<file path="src/rtl/countdown_timer.sv">
// countdown_timer: loadable down-counter with start/busy/done handshake.
// A start in IDLE captures load_value and counts it down to zero while
// enable is high. done pulses for one cycle on expiry. With AUTO_RELOAD
// set, the captured value is reloaded on expiry to give a periodic tick.
module countdown_timer #(
    parameter int WIDTH       = 4,
    parameter bit AUTO_RELOAD = 1'b0
) (
    input  logic             clock,
    input  logic             reset,
    input  logic             enable,
    input  logic             start,
    input  logic             abort,
    input  logic [WIDTH-1:0] load_value,
    output logic [WIDTH-1:0] counter_out,
    output logic             busy,
    output logic             done
);

    typedef enum logic {
        IDLE = 1'b0,
        RUN  = 1'b1
    } state_t;

    state_t           state;
    state_t           state_nxt;
    logic [WIDTH-1:0] cnt_nxt;
    logic [WIDTH-1:0] reload;
    logic [WIDTH-1:0] reload_nxt;
    logic             done_nxt;

    // Next-state, next-count and expiry decode; abort outranks start/count.
    always_comb begin
        state_nxt  = state;
        cnt_nxt    = counter_out;
        reload_nxt = reload;
        done_nxt   = 1'b0;
        case (state)
            IDLE: begin
                if (abort) begin
                    cnt_nxt = '0;
                end else if (start) begin
                    if (load_value != '0) begin
                        cnt_nxt    = load_value;
                        reload_nxt = load_value;
                        state_nxt  = RUN;
                    end else begin
                        // A zero-length delay expires immediately.
                        cnt_nxt  = '0;
                        done_nxt = 1'b1;
                    end
                end
            end
            RUN: begin
                if (abort) begin
                    cnt_nxt   = '0;
                    state_nxt = IDLE;
                end else if (enable) begin
                    if (counter_out > WIDTH'(1)) begin
                        cnt_nxt = counter_out - WIDTH'(1);
                    end else begin
                        // Count of 1 is the last enabled cycle; the <= test
                        // also keeps a (never expected) 0 from wrapping.
                        done_nxt = 1'b1;
                        if (AUTO_RELOAD) begin
                            cnt_nxt = reload;
                        end else begin
                            cnt_nxt   = '0;
                            state_nxt = IDLE;
                        end
                    end
                end
            end
            default: begin
                cnt_nxt   = '0;
                state_nxt = IDLE;
            end
        endcase
    end

    // State, count, reload value and done pulse; reset clears all asynchronously.
    always_ff @(posedge clock or negedge reset) begin
        if (!reset) begin
            state       <= IDLE;
            counter_out <= '0;
            reload      <= '0;
            done        <= 1'b0;
        end else begin
            state       <= state_nxt;
            counter_out <= cnt_nxt;
            reload      <= reload_nxt;
            done        <= done_nxt;
        end
    end

    assign busy = (state == RUN);

endmodule

</file>
<file path="config.mk">
export PLATFORM = sky130hd
export DESIGN_NAME = countdown_timer
export DESIGN_NICKNAME = d
export VERILOG_FILES = /design/src/rtl/countdown_timer.sv
export SDC_FILE = /design/constraint.sdc
export NUM_CORES = 1
export LEC_CHECK = 0
export BUFFER_PORTS_ARGS = -buffer_cell sky130_fd_sc_hd__buf_4
export CAP_MARGIN = 20
export CORE_ASPECT_RATIO = 1.2
export CORE_MARGIN = 2
export CORE_UTILIZATION = 25
export CTS_CLUSTER_SIZE = 25
export DETAILED_ROUTE_END_ITERATION = 8
export HOLD_SLACK_MARGIN = 0.12
export MAX_ROUTING_LAYER = met4
export PLACE_DENSITY = 0.44
export SYNTH_ARGS = -nofsm -noshare
export SYNTH_HDL_FRONTEND = slang
export SYNTH_SLANG_ARGS = --single-unit
</file>
<file path="constraint.sdc">
create_clock -name clock -period 2.5 [get_ports clock]
set_input_delay 0.625 -clock clock [delete_from_list [all_inputs] [get_ports clock]]
set_output_delay 0.625 -clock clock [all_outputs]
set_load 0.01 [all_outputs]
</file>
== After elaboration in Yosys (flattened, before gate mapping) ==
Index checks and enable logic that the tools add are counted.

* Logic and storage cells: 31
* Output and inout bits: 6
* Flip-flop bits (word level): 6
* Bits of input ports: 9

* Bitwise gates (word level): 1
* Mux-type cells: 21
* Equality and inequality tests: 2
* Magnitude comparators: 1
* $add $sub $neg: 1
* Reductions and logical operators: 2

{| class="wikitable"
|+ Operators by type and width
! operator !! count
|-
| 4-bit two-way mux || 6
|-
| 1-bit two-way mux || 12
|-
| 4-bit one-hot mux with 2 select lines || 1
|-
| 3-bit inequality test (second input constant) || 2
|-
| 4-bit by 1-bit > comparator with 1-bit output (second input constant) || 1
|-
| 1-bit one-hot mux with 2 select lines || 2
|-
| 4-bit nonzero test || 1
|-
| 4-bit by 1-bit subtractor with 4-bit output (second input constant) || 1
|-
| 2-bit AND reduction || 1
|-
| 1-bit inverter || 1
|}

== Logic depth before layout (Yosys ltp) ==
* Depth after elaboration: 5
* Mapped depth: 6
* Mapped depth without buffers: 6

== Worst setup path after synthesis ==
OpenSTA, ideal clock, no wires.

* Path kind: reg-to-reg
* From: register counter_out[0]
* To: register counter_out[3]
* Path buffers: 0
* Cell stages (with the launch flop): 7
* Arrival time: 1.320 ns
* Setup time: 0.111 ns
* Required time: 2.389 ns
* Setup slack: 1.069 ns
* Period minus slack after synthesis: 1.431 ns
* Cells stage by stage: dfrtp_1 -> inv_1 -> ha_1 -> nor3_1 -> a21bo_1 -> a21oi_1 -> a2111oi_2

* Cells in the longest elaborated chain, start to end: 5
* Elaborated cells on any way between the ends: 6
* Those cells by class: add/sub: 1; order compare: 1; mux: 4

{| class="wikitable"
|+ Ends and longest elaborated chain
! element !! RTL line !! source
|-
| start: declaration || 15 || <nowiki>output logic [WIDTH-1:0] counter_out,</nowiki>
|-
| start signal: assignment || 90 || <nowiki>counter_out <= cnt_nxt;</nowiki>
|-
| 4-bit by 1-bit subtractor with 4-bit output or 4-bit by 1-bit > comparator with 1-bit output (tied branches) || 60, 59 ||
|-
| 4-bit two-way mux (*) || 59 || <nowiki>if (counter_out > WIDTH'(1)) begin</nowiki>
|-
| 4-bit two-way mux (*) || 58 || <nowiki>end else if (enable) begin</nowiki>
|-
| 4-bit two-way mux (*) || 55 || <nowiki>if (abort) begin</nowiki>
|-
| 4-bit one-hot mux with 2 select lines (*) || 38 || <nowiki>case (state)</nowiki>
|}

Every way passes the cells marked *; elsewhere a longest branch is shown, timed or not. The select of a mux whose other input is x is not followed.
A chain may end at the register's enable or synchronous reset.

== Final worst setup path ==
* From: register state, in the netlist busy
* To: output port busy

{| class="wikitable"
|+ RTL lines
! element !! RTL line !! source
|-
| start: declaration || 25 || <nowiki>state_t state;</nowiki>
|-
| start signal: assignment || 89 || <nowiki>state <= state_nxt;</nowiki>
|-
| end: declaration || 16 || <nowiki>output logic busy,</nowiki>
|}

No word-level cell between the ends.

==> results.cfg <==
[outcome]
status = finished clean

[die]
core-area_mm2 = 0.00160
ioPinCount = 15
die_y_um = 48.6
die_w_um = 41.2
initial_utilization_pct = 25.9
die-area_mm2 = 0.00200
core.rowCount = 16

[final_layout]
area_delta_synth_final_pct = 34.4
n_antenna_cell = 0
fin_nets = 74
fin_util_pct = 34.8
drive_above_1_share_pct = 41.0

[cts]
cts_buffers = 3
htree_num_levels = 1
clkSinkCount = 6
cts-hold-fix-buffers = 0
clk_pin_slew_ns = 0.05
cts_resized = 0
cts_root_buf = clkbuf_4
clk_latency_ns = 0.25
cts_buffer_depth = 2
cts_tree = built
cts_setup_buffers = 0

[route]
wl_um = 1030
wl_per_cell_um = 13.1
via_per_inst = 4.76
dr.pass1.iters = 1
vias = 376
ant_nets = 0
drt-initial-drc-count = 0
drc = 0

[logic_synthesis]
synth_common_cells = dfrtp_1 (6), nor2_1 (5), inv_1 (4)
ys.flop_type = dfrtp_1
yosysMostFrequentCell = dfrtp_1
post_synth_inst_count = 45
ys_warn_count = 0
postSynthAreaPerCell_um2 = 9.20
synth_seq_cells = 6
ys_seq_area_share_pct = 36.3
yosys-top-cells-area = dfrtp_1 (36%), ha_1 (6.0%), nor2_1 (4.5%), nor3_1 (3.6%), a2111oi_2 (3.6%)
synth.distinct_cells = 26
syn_nets = 56
synth_edf_count = 0
yosysTopAreaCellShare_pct = 36.3
yosys.area.top_type = dfrtp_1
async_reset_ff_share_pct = 100
netlist_area_um2 = 414

[timing]
final.setup.tns_ns = 0
finalWorstSetupSlack_ns = 0.838
post-route-period-util_pct = 66.5
worst_slew_pin_slew_ns = 0.426
max_freq_ghz = 0.602
setup_violations = 0
skew_ns = 0.00676
drv_slew = 0
hold_ws_ns = 0.175
max_slew_margin_pct = 71.6
hold_viol = 0
layout_min_cycle_time_ns = 1.66
rsz0062_at_grt = false

[power_and_ir_drop]
p_leak_uw = 0.000256
pwr_density_cell_mw_per_mm2 = 560
p_seq_share_pct = 39.6
p_sw_uw = 101
ir_drop_mv = 0.257
power_frac_comb_pct = 31.5
swShare_pct = 32.4
clock_power_share_pct = 28.9
internal_power_uw = 211

[worst_setup_path]
worst_path_max_delay_cell = dfrtp_1
path_class = reg2out
reg2reg_from = counter_out[0]
crit_chain = buf_4
regToRegSetupSlack_ns = 1.00
critPathTopFamily = flip-flops
r2r-end = counter_out[3]
critPathBufInv = 1
reg2reg_depth = 6
crit_path_max_incr_delay_ns = 0.59
cp.required_ns = 1.88
crit_path_end_kind = output port
arrival_ns = 1.04
worstPathMaxFanout = 12
start_kind = flip-flop

[place]
dp_hpwl_um = 847
port_buffers = 14
place_ws_ns = 0.986
gp_routability_congestion = 0.718

[global_route]
grt_pass1_vias = 404
grt_usage_pct = 13.9
grt_max_degree = 13
grt.overflow.total = 0
grt_antenna_before_repair = 0
grt_pass1_wl_um = 1760

[min_path]
hold_path.class = in2async

[job]
drv_cap = 0
==> layout by cell type, fill, tap and decap left out <==
cell	instances
a2111oi_2	1
a211oi_1	1
a21bo_1	1
a21oi_1	1
a2bb2oi_1	1
a311oi_1	1
a31oi_1	2
and2_2	1
buf_4	14
clkbuf_4	3
dfrtp_1	6
ha_1	2
inv_1	4
mux2i_1	1
nand2_1	1
nand2_2	1
nand2b_1	2
nand3_1	1
nand3b_1	1
nor2_1	5
nor2_2	2
nor3_1	3
nor3_2	1
nor4b_2	1
o21ai_1	2
o21ai_2	1
o22ai_1	1
==> state kept, by name, summed over array words and instances (netlist names) <==
| signal | cells |
|---|---|
| busy | 1 |
| counter_out | 4 |
| done | 1 |
==> worst max path at each step <==
stage / from / end / slack, ns / cells past startpoint
final: busy / busy / 0.84 / 1
after global routing: busy / busy / 0.77 / 1
after CTS: busy / busy / 0.83 / 1
after global placement: start / counter_out[3] / 0.99 / 5
after floorplan: counter_out[0] / counter_out[3] / 1.07 / 6
after detailed placement: start / counter_out[3] / 0.99 / 5
==> power groups by stage <==
stage               clock, uW  combinational (uW)  sequential, uW
global placement            0                 100             125
finish                   90.2                98.2             123
global route              103                 110             126
CTS                      95.7                 100             124
floorplan                   0                60.1             123
detailed placement          0                99.7             125
==> routing by layer <==
metal	vias to the layer above	part of all wire [%]	global-route usage, %
met4	0	1.3	8.06
met1	172	43	16.0
li1	194	-	-
met3	2	3.7	4.13
met2	8	52	20.3
met5	-	0	-
==> kinds of logic after synthesis <==
logic type      Yosys count  synth area share (%)
simple gates             19                  27.5
compound gates           12                  22.4
flops                     6                  36.3
buf+inv                   5                  5.44
fa+ha+maj                 2                  6.04
mux                       1                  2.42
==> metrics by stage <==
step	area (um2)	total power (uW)	instances
final	557	312	79
after global routing	557	339	79
after CTS	557	319	79
after detailed placement	534	225	76
after global placement	534	225	76
after floorplan	414	183	45
==> cell type report <==
cell class	count	area, um2
clock buffer	3	22.5
fill	180	1040
inverter	4	15.0
multi-input combinational	34	241
sequential	6	150
tap	18	22.5
timing repair buffer	14	105
Power figures use the tool's default switching activity.
